<file path="src/rtl/car_cruise_ctrl.sv">
// car_cruise_ctrl: traffic-light driven cruise controller.
// A four-state Moore FSM (PARKED, ACCEL, CRUISE, BRAKING) with a speed
// register and a dwell counter that parks the car after it has been standing
// still in BRAKING for PARK_DELAY consecutive non-green cycles.
module car_cruise_ctrl #(
  parameter int SPEED_W     = 4,
  parameter int MAX_SPEED   = 15,
  parameter int ACCEL_STEP  = 1,
  parameter int BRAKE_STEP  = 2,
  parameter int PARK_DELAY  = 4,
  parameter int YELLOW_MODE = 0,
  parameter int GO_THRESH   = 8
) (
  input  logic               clk,
  input  logic               reset,
  input  logic [1:0]         trafficlight,
  output logic               gas,
  output logic               brakes,
  output logic               park,
  output logic [SPEED_W-1:0] speed,
  output logic               moving
);

  localparam int DW = $clog2(PARK_DELAY + 1);

  // Arithmetic is done one bit wider than the speed register so that
  // acceleration saturates instead of wrapping.
  localparam logic [SPEED_W:0]   MAX_X      = (SPEED_W + 1)'(MAX_SPEED);
  localparam logic [SPEED_W:0]   ACCEL_X    = (SPEED_W + 1)'(ACCEL_STEP);
  localparam logic [SPEED_W:0]   BRAKE_X    = (SPEED_W + 1)'(BRAKE_STEP);
  localparam logic [SPEED_W:0]   GO_X       = (SPEED_W + 1)'(GO_THRESH);
  localparam logic [SPEED_W-1:0] BRAKE_S    = SPEED_W'(BRAKE_STEP);
  localparam logic [DW-1:0]      DWELL_LAST = DW'(PARK_DELAY - 1);

  typedef enum logic [1:0] {
    PARKED  = 2'd0,
    ACCEL   = 2'd1,
    CRUISE  = 2'd2,
    BRAKING = 2'd3
  } state_t;

  state_t               state, state_next;
  logic [SPEED_W-1:0]   speed_next;
  logic [DW-1:0]        dwell, dwell_next;
  logic                 go;
  logic [SPEED_W:0]     speed_x;
  logic [SPEED_W:0]     accel_sum;
  logic [SPEED_W:0]     accel_sat;
  logic [SPEED_W-1:0]   brake_sat;

  // Light decode: green, or yellow run when enabled and fast enough, means go;
  // red, invalid (11) and every other yellow are a stop request.
  always_comb begin
    speed_x = {1'b0, speed};
    go      = 1'b0;
    case (trafficlight)
      2'b00:   go = 1'b1;
      2'b01:   go = (YELLOW_MODE != 0) && (speed_x >= GO_X);
      default: go = 1'b0;
    endcase
  end

  // Saturating speed arithmetic for the ACCEL and BRAKING states.
  always_comb begin
    accel_sum = speed_x + ACCEL_X;
    accel_sat = (accel_sum > MAX_X) ? MAX_X : accel_sum;
    brake_sat = (speed_x >= BRAKE_X) ? (speed - BRAKE_S) : '0;
  end

  // Next-state, next-speed and dwell counter decode.
  always_comb begin
    // NOTE: every variable gets a default before the case so that no path
    // leaves it unassigned, which would otherwise infer a latch.
    state_next = state;
    speed_next = speed;
    dwell_next = '0;
    case (state)
      PARKED: begin
        speed_next = '0;
        if (go) state_next = ACCEL;
      end
      ACCEL: begin
        if (!go) begin
          state_next = BRAKING;
        end else begin
          speed_next = accel_sat[SPEED_W-1:0];
          if (accel_sat == MAX_X) state_next = CRUISE;
        end
      end
      CRUISE: begin
        if (!go) state_next = BRAKING;
      end
      BRAKING: begin
        if (go) begin
          state_next = ACCEL;
        end else if (speed != '0) begin
          speed_next = brake_sat;
        end else if (dwell == DWELL_LAST) begin
          state_next = PARKED;
        end else begin
          dwell_next = dwell + DW'(1);
        end
      end
      default: state_next = PARKED;
    endcase
  end

  // State, speed and dwell registers, all updated on the same edge.
  always_ff @(posedge clk) begin
    // NOTE: sequential state uses non-blocking assignments so every register
    // samples the pre-edge values regardless of statement order.
    if (reset) begin
      state <= PARKED;
      speed <= '0;
      dwell <= '0;
    end else begin
      state <= state_next;
      speed <= speed_next;
      dwell <= dwell_next;
    end
  end

  // Moore outputs decoded from the registers only.
  assign gas    = (state == ACCEL);
  assign brakes = (state == BRAKING);
  assign park   = (state == PARKED);
  assign moving = (speed != '0);

endmodule

</file>
<file path="config.mk">
export PLATFORM = sky130hd
export DESIGN_NAME = car_cruise_ctrl
export DESIGN_NICKNAME = d
export VERILOG_FILES = /design/src/rtl/car_cruise_ctrl.sv
export SDC_FILE = /design/constraint.sdc
export NUM_CORES = 1
export LEC_CHECK = 0
export ABC_CLOCK_PERIOD_IN_PS = 4390
export BUFFER_PORTS_ARGS = -buffer_cell sky130_fd_sc_hd__buf_2
export CORE_AREA = 2 2 39 41
export CTS_BUF_LIST = sky130_fd_sc_hd__clkbuf_4
export CTS_CLUSTER_DIAMETER = 40
export DETAILED_ROUTE_END_ITERATION = 6
export DIE_AREA = 0 0 41 43
export PLACE_DENSITY_LB_ADDON = 0.08
export REMOVE_ABC_BUFFERS = 1
export SLEW_MARGIN = 40
export SYNTH_ARGS = -nofsm -noshare
export SYNTH_HDL_FRONTEND = slang
export SYNTH_SLANG_ARGS = --single-unit
</file>
<file path="constraint.sdc">
create_clock -name clk -period 4.39 [get_ports clk]
set_input_delay 0.2195 -clock clk [delete_from_list [all_inputs] [get_ports clk]]
set_output_delay 0.2195 -clock clk [all_outputs]
set_load 0.02 [all_outputs]
</file>
# Word-level counts from Yosys, hierarchy flattened
# Cells that the tools add are included.
# word_totals
out_inout_bits,8
inputBits,4
word_cells,44
ff_bits,9
# classes
n_reduce_logical,7
n_lt_le_gt_ge,2
muxes,15
n_bitwise,1
n_eq_ne,13
add_sub_neg,3
# op_table
cell,count
$mux W4,4
$mux W2,7
$pmux W4 S3,1
$pmux W2 S4,1
$ne A2 B1 Y1 const B,3
$ne A3 B2 Y1 const B,2
$add A4 B1 Y5 const B,1
$eq A5 B4 Y1 const B,1
$gt A5 B4 Y1 const B,1
$mux W5,1
$reduce_and A5 Y1,1
$reduce_or A5 Y1,1
$eq A2 B2 Y1 const B,2
$ge A4 B2 Y1 const B,1
$logic_not A2 Y1,2
$ne A2 B2 Y1 const B,2
$reduce_and A4 Y1,1
$reduce_bool A4 Y1,1
$sub A4 B2 Y4 const B,1
$add A3 B1 Y3 const B,1
$eq A3 B2 Y1 const B,1
$ne A3 B1 Y1 const B,1
$reduce_bool A3 Y1,1
$eq A2 B1 Y1 const B,1
other kinds (2),2

# Logic depth before layout (Yosys ltp)
# Gate-level depths: netlist (run 1).
# depth
ltp_word,7
mapped_depth,7

# Least setup slack after synthesis (run 1)
# No wires, ideal clock.
# synth_path
kind,flip-flop to flip-flop
from,register speed[1]
to,register state[0]
required_ns,4.269
path_stages_with_launch,7
arrival_ns,1.666
setup_slack_ns,2.603
cell_sequence,dfxtp_1 -> inv_1 -> ha_1 -> nor3b_4 -> nor4bb_1 -> o32a_2 -> mux2i_1
# synth_between
elab_chain_len,6
# synth_rtl
element,line,text
start: declaration,20,"output logic [SPEED_W-1:0] speed,"
start signal: assignment,118,speed <= speed_next;
$add A4 B1 Y5,65,accel_sum = speed_x + ACCEL_X;
$gt A5 B4 Y1,66,accel_sat = (accel_sum > MAX_X) ? MAX_X : accel_sum;
$mux W5,66,
$eq A5 B4 Y1,87,if (accel_sat == MAX_X) state_next = CRUISE;
$ne A3 B2 Y1 (no line),--,
$reduce_and A5 Y1 (no line) *,--,
end signal: assignment,117,state <= state_next;
end: declaration,42,"state_t state, state_next;"
# Every way passes the cells marked *; elsewhere a longest branch is shown, timed or not.
# A chain may end at the register's enable or synchronous reset.

# Worst setup path in the final report (run 1)
# layout_path
from,register speed[1]
to,register state[1]
# Same word-level chain as after synthesis.

==> reports/results.txt, run 1 <==
The worst setup path is launched from a flop. Synthesized flop and latch total: 9. The power share of the sequential group is 0.288. The floorplan step defined a core boundary enclosing 0.001384 sq mm. The count of clock tree sinks is 9, and the initial core utilization is 0.5244. The chip width is 41 um, and the maximum frequency from static timing analysis is 0.5637 GHz. The tools report the largest voltage drop on the vdd net as 0.3111 mV. The repair_antennas step left the layout with diodes totalling 0. The tools report the area enclosed by the die boundary as 0.001763 sq mm. The tools report the initial DRC count as 5.

The critical path goes through inv_1 -> ha_1 -> nor3b_4 -> nor4bb_1 -> o32a_2 -> mux2i_1. The worst hold slack was 256.0 ps. The analysis attributes to net switching a power of 228.7 uW. Setup repair after global routing left no endpoint under its margin. The library cells used most frequently in the layout, excluding fill and tap cells, are sky130_fd_sc_hd__ha_1 (11), sky130_fd_sc_hd__buf_2 (11), sky130_fd_sc_hd__inv_1 (9), sky130_fd_sc_hd__dfxtp_1 (9).

The total track usage was 0.1974; the post-cts resize count was 0. The max-slew violation count is 0. The worst hold path terminates at speed[2]. The number of maximum-capacitance constraint violations was 0; the number of unique standard cell types used by synthesis was 32. The final-layout fill cell count came out at 138. Synthesis handed over a netlist of 83 instances.

The run gives 265.4 uW as the design internal power. The run finished with clean final reports. For the number of nets in the layout, the log shows 110. For the number of hold-repair buffers added at the cts stage, the log shows 0. The number of antenna violations at the first check in global routing came out at 0.

The setup TNS was 0 ps. The kind of cell with the highest combined delay along the critical path is flip-flops. First-pass iteration count of the detailed router: 3.

The cell sitting at the root of the clock tree is a sky130_fd_sc_hd__clkbuf_4. The critical path buffer and inverter count was 1; the placed wire-length estimate was 1119 um. STA puts the critical path data required time at 4540 ps.

The cell area that synthesis handed to floorplanning was 725.7 sq um. The ratio of cells with drive above 1 in the final layout was 0.2128; the slew at the pin with the worst max-slew slack was 466.0 ps. Summed over all layers, the global routing overflow is 0.

Setup slack of the worst register-to-register path: 2620 ps. The worst register-to-register path ends at state[1]. For the headroom to the max-slew limit, the log shows 0.6859. Across all layers, the routed design uses 620 vias. Peak fanout along the critical path: 9. The logs give 14 for the number of placement rows and 260 ps for the latest clock arrival within the worst-skew pair. Yosys attributes the largest share of cell area to sky130_fd_sc_hd__dfxtp_1 (25%), sky130_fd_sc_hd__ha_1 (19%), sky130_fd_sc_hd__inv_1 (4.7%). The count of endpoints failing hold in the final timing report is 0. The tools report the number of buffers created by CTS as 3.

For the share of the yosys chip area belonging to registers, the log shows 0.2483. Final routed DRC violation total: 0. The critical path is of the reg -> reg type.

The final critical delay including setup and external delays was 1774 ps; the count of buffers from port buffering was 11. The number of global-route vias before repair came out at 551. The worst register-to-register path begins at speed[1]. The final clock period utilization by the worst path came out at 0.4041. The worst clock skew was 1.185 ps; the count of warnings emitted by yosys was 0. For this design the ratio of total power to cell area is 613.1 mW/mm^2. After clock tree synthesis, the clock-pin slew on the worst setup and hold paths is 60 ps.

The switching portion of total power is 0.4629, and the number of buffers on the longest clock path is 2. For the worst flop-to-flop path, the logic depth is 6. For this run, the slowest stage of the critical path takes 490 ps.

The portion of total power attributed to the clock network was 0.139; the arrival time of the worst setup path was 1920 ps. The maximum number of pins on one net before global-route repair was 13. The min-delay analysis places its worst path in the category in -> reg. The run gives 0.8062 as the weighted congestion at the end of routability-driven global placement. The height of the chip came out at 43 um. TritonCTS built the clock tree. The launch point of the worst hold path is reset. For the total setup buffers inserted after CTS, the log shows 0.

The per-cell routed wire length was 13.10 um. The H-tree level count came out at 1. The run gives 0.573 as the combinational power share.

In this run the mean area of a mapped cell was 8.743 sq um. After detailed routing, the total wire length is 1441 um. The largest total area in the synthesized netlist belongs to sky130_fd_sc_hd__dfxtp_1. The worst hold path was traced through 2 stages.

The number of endpoints failing setup at the final stage was 0; the wire length of the first global-routing pass was 2387 um. For this design, the slowest cell found on the critical path is sky130_fd_sc_hd__dfxtp_1. STA classifies the critical path endpoint as a flop. Relative to the synthesized area, the layout overhead comes to 11.03%. The number of top-level pins was 12; the remaining antenna violation count was 0. Using the TritonRoute via totals, the vias-per-cell ratio works out to 5.636. The proportion of netlist area held by the largest area contributor was 0.2483. The analysis attributes to cell leakage a power of 0.0003525 uW.
## final cells by class
| class | instances | area (sq um) | share of cell area |
|---|---|---|---|
| Clock buffer | 4 | 30.03 | 0.03727 |
| Inverter | 9 | 33.78 | 0.04193 |
| Multi-Input combinational cell | 61 | 486.7 | 0.6040 |
| Sequential cell | 9 | 180.2 | 0.2236 |
| Tap cell | 16 | 20.02 | 0.02484 |
| Timing Repair Buffer | 11 | 55.05 | 0.06832 |
## metal layers
layer | wire length, um | GRT usage | vias up
met5 | 0 | 0 | -
met4 | 6 | 0.04000 | 0
met3 | 58 | 0.07853 | 2
met2 | 745 | 0.3281 | 11
met1 | 630 | 0.2277 | 284
li1 | - | - | 323
## worst register-to-register path, delay by kind of cell, from the launching register on
family | cells | cell delay (ps)
buffers and inverters | 1 | 110
flip-flops | 1 | 490
adder cells (fa/ha/maj) | 1 | 190
multiplexers | 1 | 130
AO/OA/AOI/OAI | 1 | 430
AND/OR/NAND/NOR | 2 | 320
## sequential cells by signal, indices dropped and copies added, names as in the netlist
name,cells
speed,4
dwell,3
state,2
## through the flow
step | total power (uW) | utilization | instances | instance area, sq um | worst slack, ps
CTS | 501.9 | 0.5823 | 110 | 805.8 | 2602
global route | 538.4 | 0.5823 | 110 | 805.8 | 2470
global placement | 427.7 | 0.5606 | 106 | 775.7 | 2658
detailed placement | 431.6 | 0.5606 | 106 | 775.7 | 2611
finish | 494.0 | 0.5823 | 110 | 805.8 | 2616
floorplan | 356.7 | - | 79 | 700.7 | 2589
## cells by family (layout without fill, tap and decap cells)
| family | after synthesis | after routing | share of synthesized area |
|---|---|---|---|
| muxes | 2 | 2 | 0.02759 |
| buffers and inverters | 13 | 24 | 0.08103 |
| adders and majority gates | 11 | 11 | 0.1897 |
| DFF | 9 | 9 | 0.2483 |
| and+or+nand+nor | 28 | 28 | 0.2190 |
| AOI/OAI and AO/OA | 20 | 20 | 0.2345 |
## power by group through the flow
stage | Combinational [uW] | Clock (uW) | Sequential, uW
2_1_floorplan | 208 | 0 | 148
3_5_place_dp | 287 | 0 | 145
4_1_cts | 288 | 71.0 | 143
5_1_grt | 315 | 74.7 | 149
3_3_place_gp | 285 | 0 | 142
6_report | 283 | 68.7 | 142
## how the worst max path moves through the flow
stage                  start  endpoint  slack, ps  depth (start not counted)
finish              speed[1]  state[1]       2620                          6
global route        speed[1]  state[0]       2470                          6
CTS                 speed[1]  state[1]       2600                          6
detailed placement  speed[1]  state[1]       2610                          6
global placement    speed[1]  state[0]       2660                          6
floorplan           speed[1]  state[0]       2590                          6
## synth_stat cells (all sizes together)
| cell type | instances |
|---|---|
| a211o | 1 |
| a211oi | 2 |
| a21oi | 5 |
| a311oi | 3 |
| a31oi | 1 |
| a41o | 1 |
| and3b | 1 |
| buf | 3 |
| clkbuf | 1 |
| dfxtp | 9 |
| ha | 11 |
| inv | 9 |
| mux2i | 2 |
| nand2 | 5 |
| nand2b | 3 |
| nand3 | 4 |
| nand3b | 1 |
| nand4 | 1 |
| nor2 | 6 |
| nor3 | 5 |
| nor3b | 1 |
| nor4bb | 1 |
| o21a | 1 |
| o21bai | 1 |
| o22a | 1 |
| o22ai | 1 |
| o32a | 1 |
| o32ai | 1 |
| o41ai | 1 |
(Power assumes the default switching activity.)
==> inputs of run 2 (changes only) <==
ABC_CLOCK_PERIOD_IN_PS = 1720   (was 4390)
clock period = 1.72 ns   (was 4.39 ns; I/O delays follow)
==> run 2 against run 1 <==
Effect of this change:
- cell count is 3.6% higher
- total power grew to 2.8 times the previous value
- sequential share of layout area is 0.69 points lower
- register-to-register slack worse by 2500 ps
- first-iteration DRC count is 140% higher
- non-clock buffer count is 4 higher
- clock power grew to 2.6 times the previous value
- count of clock-buffer cells in the layout stayed put
- core utilization is 2.3 points higher
- wire length is 6.2% higher
- hold slack worse by 140 ps
- flip-flop and latch count stayed put
- critical endpoint is now state[0]
==> reports/results.txt, run 2 (synthesized netlist as in run 1, its figures left out) <==
The flow ran to the end, and the final reports show no timing, DRC or antenna violations. The worst clock skew is 4.850 ps (+3.664 ps), and the number of placement rows is 14 (unchanged). The setup slack of the worst register-to-register path was 120 ps (-2500 ps). The depth of the worst register-to-register path came out at 6 (unchanged).

The height of the chip works out to 43 um (unchanged). The total track usage is 0.2184 (+0.02103), and the total congestion overflow is 0 (unchanged). The library cells used most frequently in the layout, excluding fill and tap cells, are sky130_fd_sc_hd__ha_1 (11), sky130_fd_sc_hd__buf_2 (11), sky130_fd_sc_hd__inv_1 (9).

The first-pass iteration count of the detailed router was 4 (+1); the flip-flop count of the largest register, all copies and words added was 4 (unchanged). The run gives 0.001384 sq mm (unchanged) as the core box area. TritonCTS built the clock tree.

The total power per unit cell area works out to 1637 mW/mm^2 (+170%). The number of top-level pins is 12 (unchanged). The largest registers in the layout are speed (4), dwell (3), state (2).

The logs give 0.6234 GHz (+11%) for the maximum frequency from static timing analysis and 0.8000 (-0.77%) for the weighted congestion at the end of routability-driven global placement. The ratio of cells with drive above 1 in the final layout was 0.2551 (+0.04234); the final antenna diode count was 0 (unchanged). The launching element of the worst setup path was speed[0]. The required time reported for the critical path endpoint is 1910 ps (-2630 ps), and the number of global-route vias before repair is 556 (+0.91%). The run gives 13 (unchanged) as the maximum number of pins on one net before global-route repair.

The tightest min-delay check is of the in -> reg type. The chip width was 41 um (unchanged); the via-per-instance ratio was 5.702 (+1.2%). The run gives 0 (unchanged) as the number of antenna violations at the first check in global routing. The count of clock tree sinks was 9 (unchanged). The arrival time of the worst setup path was 1800 ps (-120 ps); the count of endpoints failing hold in the final timing report was 0 (unchanged). Setup repair after global routing left no endpoint under its margin.

The per-cell routed wire length is 13.43 um (+2.5%), and the final critical delay including setup and external delays is 1604 ps (-169.9 ps). The initial core utilization was 0.5244 (unchanged); the final routed DRC violation total was 0 (unchanged). The routed wire length was 1531 um (+6.2%); the clock transition at the registers of the reported paths was 60 ps (about the same). The root buffer cell chosen for the clock tree is sky130_fd_sc_hd__clkbuf_4.

The logs give 0 (unchanged) for the number of endpoints failing setup at the final stage and 260 ps (about the same) for the latest clock arrival within the worst-skew pair. The headroom to the max-slew limit was 0.6882 (+0.002287); the area enclosed by the die boundary was 0.001763 sq mm (unchanged). In this run the critical register-to-register path is captured at state[0].

The H-tree level count was 1 (unchanged). The count of buffers from port buffering was 11 (unchanged); the number of buffers created by CTS was 3 (unchanged). The worst setup margin was 115.9 ps (-2500 ps). The tools report the number of buffers on the longest clock path as 2 (unchanged). The final clock period utilization by the worst path came out at 0.9326 (+0.5285).

The tools report the critical path endpoint category as a flop. The initial DRC count is 12 (+7). The run gives 0 (unchanged) as the max-slew violation count.

The run gives 2580 um (+8.1%) as the wire length of the first global-routing pass. The slew at the pin with the worst max-slew slack was 467.0 ps (+1.027 ps); the number of maximum-capacitance constraint violations was 0 (unchanged). The remaining antenna violation count came out at 0 (unchanged). The critical path startpoint category is a flop. Counting flops per register, the top entry is speed. The peak fanout along the critical path works out to 3 (-6). The tools report the leakage power of the design as 0.0003725 uW (+5.7%). The critical path start-end classification is reg -> reg. The worst slack after detailed placement is 41.98 ps (-2569 ps), and the share of the core filled with cells is 0.6049 (+0.02260). The tools report the number of nets in the layout as 114 (+3.6%). For the number of vias after detailed routing, the log shows 650 (+4.8%). The largest voltage drop on the vdd net came out at 0.9392 mV (+200%). The area overhead of the layout relative to synthesis was 15.34%. The tools report the end point of the critical path as state[0].

In this run the critical register-to-register path is launched from speed[0]. Total design power: 1371 uW (+180%). The placed wire-length estimate came out at 1177 um (+5.2%).
[run 2: cell count changes in the layout (fill, tap and decap cells not counted)]
| cell | delta |
|---|---|
| sky130_fd_sc_hd__buf_4 | +4 |
| sky130_fd_sc_hd__dfxtp_1 | -1 |
| sky130_fd_sc_hd__dfxtp_2 | +1 |
[run 2: timing repair]
item,4_1_cts,5_1_grt
setup buffers,0,1
hold buffers,0,0
gates resized for setup,0,1
endpoints found under the setup margin,0,3
[run 2: worst max-delay path, cell delays in order, from the launching register on]
cell and delay (ps):
sky130_fd_sc_hd__dfxtp_1 310, sky130_fd_sc_hd__inv_1 100, sky130_fd_sc_hd__ha_1 170, sky130_fd_sc_hd__nor3b_4 220, sky130_fd_sc_hd__nor4bb_1 320, sky130_fd_sc_hd__o32a_2 230, sky130_fd_sc_hd__mux2i_1 180
[run 2: power by group]
| part | total (uW) | leakage (uW) | switching (uW) | internal, uW |
|---|---|---|---|---|
| logic | 862 | 0.000280 | 482 | 380 |
| clock network | 181 | 0.0000184 | 76.0 | 105 |
| registers | 327 | 0.0000736 | 65.6 | 261 |
| total | 1370 | 0.000372 | 624 | 747 |
[run 2: worst min-delay path by stage]
stage / startpoint / endpoint / slack [ps] / cells past startpoint
3_3_place_gp: reset / speed[2] / 390 / 2
2_1_floorplan: reset / speed[2] / 160 / 1
6_report: reset / speed[2] / 120 / 2
4_1_cts: reset / speed[2] / 120 / 2
3_5_place_dp: reset / speed[2] / 390 / 2
5_1_grt: reset / speed[2] / 120 / 2
[run 2: area by class of cell]
cell class              instances  area (sq um)
inverters                       9         33.78
flip-flops and latches          9         181.4
fillers                       121         546.8
well taps                      16         20.02
clock buffers                   4         30.03
repair buffers                 15         85.08
multi-input cells              61         486.7
[run 2: metal layers]
metal,global-route usage,wire length (um),part of all wire
met1,0.2730,694,0.45
met2,0.3406,756,0.49
met3,0.06283,70,0.046
met4,0.08000,9,0.0059
met5,0,0,0
[run 2: through the flow]
| step | cell area [sq um] | hold WS, ps | setup TNS [ps] | std cells |
|---|---|---|---|---|
| floorplan | 700.7 | 155.1 | -159.3 | 79 |
| global placement | 798.3 | 387.3 | 0 | 109 |
| detailed placement | 798.3 | 387.0 | 0 | 109 |
| CTS | 828.3 | 115.8 | 0 | 113 |
| global route | 837.1 | 121.2 | 0 | 114 |
| finish | 837.1 | 117.7 | 0 | 114 |
